**src/rtl/load_store_unit.sv**
```systemverilog
// Single-outstanding load/store unit bridging the CPU MEM stage to a simple req/ack bus.
// Accepts one aligned access, holds the bus request until ack or timeout, then returns extended load data.
module load_store_unit #(
    parameter int TIMEOUT = 16
) (
    input  logic        clk,
    input  logic        resetn,
    input  logic        req_valid,
    input  logic        mem_wr_en,
    input  logic [2:0]  mem_op,
    input  logic [31:0] mem_addr,
    input  logic [31:0] mem_data_in,
    output logic [31:0] mem_data_out,
    output logic        stall,
    output logic        access_fault,
    output logic        bus_err,
    output logic        bus_req,
    output logic        bus_we,
    output logic [31:0] bus_addr,
    output logic [3:0]  bus_be,
    output logic [31:0] bus_wdata,
    input  logic        bus_ack,
    input  logic [31:0] bus_rdata
);

    localparam logic [1:0] S_IDLE = 2'd0;
    localparam logic [1:0] S_BUSY = 2'd1;
    localparam logic [1:0] S_DONE = 2'd2;
    localparam logic [7:0] CNT_LAST = 8'(TIMEOUT - 1);

    logic [1:0]  r_state;
    logic [7:0]  r_cnt;
    logic        r_req;
    logic        r_we;
    logic [2:0]  r_op;
    logic [1:0]  r_lo;
    logic [31:0] r_addr;
    logic [3:0]  r_be;
    logic [31:0] r_wdata;
    logic [31:0] r_dout;
    logic        r_err;

    logic        w_legal_op;
    logic        w_misalign;
    logic        w_idle;
    logic        w_accept;
    logic        w_fault;
    logic [3:0]  w_be;
    logic [31:0] w_wdata;
    logic [31:0] w_shift;
    logic [31:0] w_load;

    always_comb begin
        w_legal_op = (mem_op == 3'b000) || (mem_op == 3'b001) || (mem_op == 3'b010) ||
                     (mem_op == 3'b100) || (mem_op == 3'b101);
        w_misalign = ((mem_op[1:0] == 2'b01) && mem_addr[0]) ||
                     ((mem_op[1:0] == 2'b10) && (mem_addr[1:0] != 2'b00));
        w_idle     = (r_state == S_IDLE);
        w_accept   = resetn && w_idle && req_valid && w_legal_op && !w_misalign;
        w_fault    = resetn && w_idle && req_valid && !(w_legal_op && !w_misalign);
    end

    always_comb begin
        w_be    = 4'b1111;
        w_wdata = mem_data_in;
        case (mem_op[1:0])
            2'b00: begin
                w_be    = 4'b0001 << mem_addr[1:0];
                w_wdata = {4{mem_data_in[7:0]}};
            end
            2'b01: begin
                w_be    = 4'b0011 << {mem_addr[1], 1'b0};
                w_wdata = {2{mem_data_in[15:0]}};
            end
            default: ;
        endcase
    end

    // Halfwords are always half-aligned, so the byte-lane shift also serves them.
    always_comb begin
        w_shift = bus_rdata >> {r_lo, 3'b000};
        case (r_op)
            3'b000:  w_load = {{24{w_shift[7]}}, w_shift[7:0]};
            3'b001:  w_load = {{16{w_shift[15]}}, w_shift[15:0]};
            3'b100:  w_load = {24'd0, w_shift[7:0]};
            3'b101:  w_load = {16'd0, w_shift[15:0]};
            default: w_load = bus_rdata;
        endcase
    end

    always_ff @(posedge clk or negedge resetn) begin
        if (!resetn) begin
            r_state <= S_IDLE;
            r_cnt   <= 8'd0;
            r_req   <= 1'b0;
            r_we    <= 1'b0;
            r_op    <= 3'b000;
            r_lo    <= 2'b00;
            r_addr  <= 32'd0;
            r_be    <= 4'd0;
            r_wdata <= 32'd0;
            r_dout  <= 32'd0;
            r_err   <= 1'b0;
        end else begin
            case (r_state)
                S_IDLE: begin
                    r_err <= 1'b0;
                    if (w_accept) begin
                        r_state <= S_BUSY;
                        r_cnt   <= 8'd0;
                        r_req   <= 1'b1;
                        r_we    <= mem_wr_en;
                        r_op    <= mem_op;
                        r_lo    <= mem_addr[1:0];
                        r_addr  <= {mem_addr[31:2], 2'b00};
                        r_be    <= w_be;
                        r_wdata <= w_wdata;
                    end else if (w_fault) begin
                        r_dout <= 32'd0;
                    end
                end
                S_BUSY: begin
                    // Ack takes priority over a timeout landing in the same cycle.
                    if (bus_ack) begin
                        r_state <= S_DONE;
                        r_req   <= 1'b0;
                        r_dout  <= r_we ? 32'd0 : w_load;
                    end else if (r_cnt == CNT_LAST) begin
                        r_state <= S_DONE;
                        r_req   <= 1'b0;
                        r_err   <= 1'b1;
                        r_dout  <= 32'd0;
                    end else begin
                        r_cnt <= r_cnt + 8'd1;
                    end
                end
                S_DONE: begin
                    r_state <= S_IDLE;
                    r_err   <= 1'b0;
                end
                default: begin
                    r_state <= S_IDLE;
                    r_req   <= 1'b0;
                    r_err   <= 1'b0;
                end
            endcase
        end
    end

    assign stall        = w_accept || (r_state == S_BUSY);
    assign access_fault = w_fault;
    assign bus_err      = r_err;
    assign bus_req      = r_req;
    assign bus_we       = r_we;
    assign bus_addr     = r_addr;
    assign bus_be       = r_be;
    assign bus_wdata    = r_wdata;
    assign mem_data_out = w_fault ? 32'd0 : r_dout;

endmodule

```
**config.mk**
```make
export PLATFORM = sky130hd
export DESIGN_NAME = load_store_unit
export DESIGN_NICKNAME = d
export VERILOG_FILES = /design/src/rtl/load_store_unit.sv
export SDC_FILE = /design/constraint.sdc
export NUM_CORES = 1
export LEC_CHECK = 0
export CORE_MARGIN = 1
export CORE_UTILIZATION = 44
export CTS_BUF_LIST = sky130_fd_sc_hd__clkbuf_16
export DETAILED_ROUTE_END_ITERATION = 10
export PLACE_DENSITY = 0.79
export SYNTH_ARGS = -nofsm -noshare
export SYNTH_HDL_FRONTEND = slang
export SYNTH_SLANG_ARGS = --single-unit
```
**constraint.sdc**
```tcl
create_clock -name clk -period 6.75 [get_ports clk]
set_clock_uncertainty 0.2 [all_clocks]
set_input_delay 1.35 -clock clk [delete_from_list [all_inputs] [get_ports clk]]
set_output_delay 1.35 -clock clk [all_outputs]
set_load 0.05 [all_outputs]
```
==> metrics, run 1 <==
status=finished, final reports clean; Core Area=0.0126 mm2; FMAX=0.173 GHz; Root Buffer=clkbuf_16; largest area contributor in the netlist=dfrtp_1; CP max FO=33; Setup TNS=0 ns; prevailing post-synth register cell=dfrtp_1; Worst slew margin=30.5%; postcts setup bufs=0; CP endpoint kind=output pin; Comb power frac=42.1%; Psw=1230 uW; DR vias/cell=5.30; WS Path Type=input pin to output pin; Power Density=359 mW/mm2; RSZ-0062 raised after global routing=false; Final min period=5.77 ns; TritonCTS buffer count=17; Routed WL=16.9 mm; Synth area leaders=dfrtp_1 (51%), nand2_1 (12%), mux2i_1 (5.8%), o21ai_0 (4.7%), and2_1 (3.6%); final worst-path cycle share=85.5%; post-synth top area share=51.0%; Slew @ Worst Pin=1.04 ns; WHS=0.273 ns; Mapped Area=0.00570 mm2; DR DRC count=0; Hold Vio Cnt, Final=0; Mapped Cells=618; routed length per instance=17.1 um; row count=41; number of synthesized register bits=116; Worst Hold Class=register to register; Finished Layout Cells=989; port bufs=206; count leader, synth=nand2_1; internal cell power=1750 uW; Die W=116 um; Initial Util=45.1%; HPWL after DPL=12.0 mm; GRT Total Usage=26.7%; endpoints failing setup=0; via count=5240; Synth cell types=46; share of cells above drive strength 1=4.90%; H-Tree Depth=4; maximum VDD drop=205 uV; Final ANT Viol Nets=0; Final Max Tran Viols=0; first-pass iteration count of the detailed router=5; largest net degree at the start of global routing=105; Worst setup SP type=input pin; share of power burned in the clock network=24.8%; clock transition at the registers of the reported paths=0.05 ns; CP arrival=4.22 ns; post-CTS sizing=0; Post-synth top cells=nand2_1 (181), dfrtp_1 (116), o21ai_0 (53), and2_1 (33), mux2i_1 (33); Die ar.=0.0134 mm2; asr flop ratio synth=100%; Post-synth EDFFs=0; Clk Latency, worst-skew pair=0.42 ns; CTS tree=yes; Switching Share=41.4%; area delta synth->final=45.8%; total gr overflow=0; register area share after synthesis=51.0%; setup ws final=0.976 ns; Leakage=0.00378 uW; vias in the first global route=5171; Ys Warns=0; Final GP Congestion=0.890; Max-Cap Viols=0; IO Pins=209; clock tree buffer depth=2; CP required=5.20 ns; dpl cells=957; Syn Area/Cell=9.22 um2; Initial DRC Count=316; Reg power frac=33.1%; Tot Pwr=2980 uW; Post-CTS Hold Fix Bufs=0; initial antenna violation count=0; Place WS=0.988 ns; die height=116 um; Nets=909; first-pass GRT wire length=26.6 mm; CTS sink cnt=116
## state kept, by name, indices dropped and copies added, names as in the netlist
| name | flops |
|---|---|
| r_dout | 32 |
| r_op | 3 |
| r_lo | 2 |
| bus_wdata | 32 |
| bus_err | 1 |
| bus_be | 4 |
| r_cnt | 8 |
| bus_addr | 30 |
| bus_we | 1 |
| bus_req | 1 |
| r_state | 2 |
## layout by cell type, fill, tap and decap left out, drive strengths merged, types with 8 or more instances in the layout
cell,instances
o2bb2ai,8
dfrtp,116
a221o,8
a21oi,14
mux2i,33
a211oi,9
buf,8
and2,33
inv,9
clkinv,10
o21ai,58
a22o,16
clkbuf,17
nor2,29
nand2,181
a2bb2oi,14
clkdlybuf4s50,205
## cell families (layout without fill, tap and decap cells)
| group | count (synthesis) | count (layout) | share of synthesized area, % |
|---|---|---|---|
| and+or+nand+nor | 270 | 270 | 20.7 |
| AOI/OAI and AO/OA | 138 | 138 | 16.6 |
| DFF | 116 | 116 | 51.0 |
| buffers and inverters | 52 | 249 | 4.48 |
| muxes | 35 | 35 | 6.19 |
| xor gates and xnor gates | 5 | 5 | 0.769 |
| adders and majority gates | 1 | 1 | 0.220 |
| other | 1 | 3 | 0.0658 |
## critical path: stages
cell and delay, ns:
clkdlybuf4s50_1 0.47, or4_4 0.61, nand2_1 0.09, or4_1 0.65
and2_1 0.25, clkdlybuf4s50_1 0.80
## power groups by stage
stage / combinational [uW] / clock, uW / sequential, uW
2_1_floorplan: 472 / 0 / 1310
3_3_place_gp: 1240 / 0 / 985
3_5_place_dp: 1250 / 0 / 994
4_1_cts: 1260 / 756 / 985
5_1_grt: 1330 / 788 / 1010
6_report: 1250 / 739 / 987
## layout make-up
class,instances,area (um2)
diodes,1,2.50
flip-flops and latches,116,2900
repair buffers,213,2110
multi-input cells,451,2570
inverters,5,18.8
fillers,1037,4310
clock buffers,17,425
clock inverters,14,57.6
well taps,172,215
## through the flow
stage               utilization [%]  cell area, um2
floorplan                         -            5700
global placement               62.0            7820
detailed placement             62.0            7820
CTS                            65.8            8300
global route                   65.8            8300
finish                         65.8            8310
## path summary, 6_finish.rpt
check	cells after the start	to	startpoint	slack, ns
worst min register to register	2	bus_addr[25]$_DFFE_PN0P_	bus_addr[25]$_DFFE_PN0P_	0.27
min in group asynchronous	1	r_dout[15]$_DFFE_PN0P_	resetn	0.69
worst min-delay path	2	bus_addr[25]$_DFFE_PN0P_	bus_addr[25]$_DFFE_PN0P_	0.27
worst max-delay path	6	mem_data_out[30]	mem_addr[1]	0.98
worst max register to register	4	r_dout[31]$_DFFE_PN0P_	r_lo[1]$_DFFE_PN0P_	3.91
max in group asynchronous	2	bus_wdata[18]$_DFFE_PN0P_	resetn	4.23
## per-layer routing
layer	up-vias	share of wire [%]	track usage, %
met5	-	0	0
met1	2499	42	33.3
met3	44	7.0	7.37
li1	2475	-	-
met2	222	48	42.5
met4	0	3.3	13.6
No activity file was read; power rests on OpenSTA's default activity.
==> run 2, diff against run 1 <==
PLACE_DENSITY = 0.84   (was 0.79)
==> metrics, run 2 (same netlist as run 1, synthesis figures left out) <==
status=finished, final reports clean; antenna cells=0; Worst setup SP type=input pin; Hold Vio Cnt, Final=0; Final GP Congestion=0.869; CTS sink cnt=116; clock tree buffer depth=2; Psw=1220 uW; CTS tree=yes; Final min period=5.78 ns; Post-CTS Hold Fix Bufs=0; first-pass iteration count of the detailed router=4; commonest non-fill, non-tap cell in the layout=clkdlybuf4s50_1; WS Path Type=input pin to output pin; row count=41; Reg power frac=33.1%; largest net degree at the start of global routing=105; Die ar.=0.0134 mm2; Leakage=0.00380 uW; H-Tree Depth=4; Worst path slowest cell=clkdlybuf4s50_1; CP most frequent cell=clkdlybuf4s50_1; Nets=910; HPWL after DPL=11.4 mm; final worst-path cycle share=85.6%; crit path buf inv count=2; CP max FO=33; Comb power frac=42.0%; internal cell power=1750 uW; Core Area=0.0126 mm2; Switching Share=41.2%; TritonCTS buffer count=17; port bufs=206; endpoints failing setup=0; FMAX=0.173 GHz; CP endpoint kind=output pin; Routed WL=16.0 mm; die height=116 um; setup slack, reg-to-reg=3.87 ns; CP arrival=4.23 ns; Root Buffer=clkbuf_16; Clk Latency, worst-skew pair=0.40 ns; DR vias/cell=5.20; Max-Cap Viols=0; DR DRC count=0; GRT Total Usage=24.4%; total gr overflow=0; routed length per instance=16.1 um; first-pass GRT wire length=25.1 mm; clock transition at the registers of the reported paths=0.05 ns; Power Density=358 mW/mm2; Initial DRC Count=355; Util after Layout=65.9%; share of cells above drive strength 1=5.26%; CP Cell Sequence=clkdlybuf4s50_1, or4_4, nand2_1, or4_1, and2_1, clkdlybuf4s50_1; commonest cells after routing, fill and taps aside=clkdlybuf4s50_1 (204), nand2_1 (181), dfrtp_1 (116); Crit path max-delay family=simple AND/OR/NAND/NOR gates; CP required=5.20 ns; CP peak stage delay=0.80 ns; maximum VDD drop=191 uV; vias in the first global route=5090; IO Pins=209; area delta synth->final=45.9%; share of power burned in the clock network=24.9%; Slew @ Worst Pin=1.10 ns; via count=5148; Final ANT Viol Nets=0; Setup TNS=0 ns; Die W=116 um; Final Max Tran Viols=0; post-CTS sizing=0; Initial Util=45.1%; RSZ-0062 raised after global routing=false; Worst Hold Class=register to register; postcts setup bufs=0; Worst slew margin=27.0%; initial antenna violation count=0
==> run 2: cell count changes in the layout (fill, tap and decap cells not counted) <==
| cell | delta |
|---|---|
| clkinv_1 | -3 |
| diode_2 | -1 |
| clkdlybuf4s50_1 | -1 |
| inv_1 | +3 |
| o21ai_1 | -1 |
| o21ai_0 | +1 |
| buf_4 | +2 |
| clkinv_2 | +1 |
==> run 2: layout make-up <==
cell class,count,area [um2]
clock buffers,17,425
clock inverters,15,62.6
fillers,1008,4310
inverters,5,18.8
multi-input cells,451,2570
flip-flops and latches,116,2900
well taps,172,215
repair buffers,214,2120
==> run 2: layer usage <==
| layer | share of wire [%] | global-route usage (%) | vias to the layer above |
|---|---|---|---|
| met5 | 0 | 0 | - |
| met4 | 2.2 | 9.91 | 0 |
| met3 | 7.6 | 7.01 | 29 |
| met2 | 50 | 40.9 | 201 |
| met1 | 40 | 29.6 | 2437 |
| li1 | - | - | 2481 |
==> run 2: worst paths after layout <==
| path | startpoint | to | depth (start not counted) |
|---|---|---|---|
| min in group asynchronous | resetn | r_dout[19]$_DFFE_PN0P_ | 1 |
| setup / recovery | mem_addr[0] | mem_data_out[7] | 6 |
| hold / removal | bus_addr[25]$_DFFE_PN0P_ | bus_addr[25]$_DFFE_PN0P_ | 2 |
| hold reg to reg | bus_addr[25]$_DFFE_PN0P_ | bus_addr[25]$_DFFE_PN0P_ | 2 |
| max in group asynchronous | resetn | bus_addr[20]$_DFFE_PN0P_ | 2 |
| setup reg to reg | r_lo[1]$_DFFE_PN0P_ | r_dout[17]$_DFFE_PN0P_ | 4 |
==> run 2: power groups by stage <==
stage,registers [uW],logic (uW),clock network [uW]
2_1_floorplan,1310,472,0
3_3_place_gp,986,1230,0
3_5_place_dp,991,1250,0
4_1_cts,983,1260,755
5_1_grt,1000,1320,785
6_report,985,1250,742
==> run 2: stage by stage <==
stage | area, um2 | hold WS [ns] | total power (uW) | std cells | setup slack [ns]
3_3_place_gp | 7830 | 0.256 | 2220 | 958 | 1.07
6_report | 8310 | 0.271 | 2980 | 990 | 0.973
3_5_place_dp | 7830 | 0.261 | 2240 | 958 | 0.936
2_1_floorplan | 5700 | 0.248 | 1780 | 619 | 2.17
5_1_grt | 8310 | 0.290 | 3110 | 990 | 0.798
4_1_cts | 8310 | 0.275 | 3000 | 990 | 0.936
==> run 2: worst reg2reg max path: stages, from the launching register on <==
cell and delay (ns):
dfrtp_1 0.80, mux2_2 0.45, o22ai_1 0.84, o21ai_0 0.22
a22o_1 0.26
==> run 3, diff against run 2 <==
CAP_MARGIN = 10   (was not set)
SLEW_MARGIN = 20   (was not set)
==> results of run 3 <==
Same layout as run 2: the final DEF is identical, and so are final timing and power.
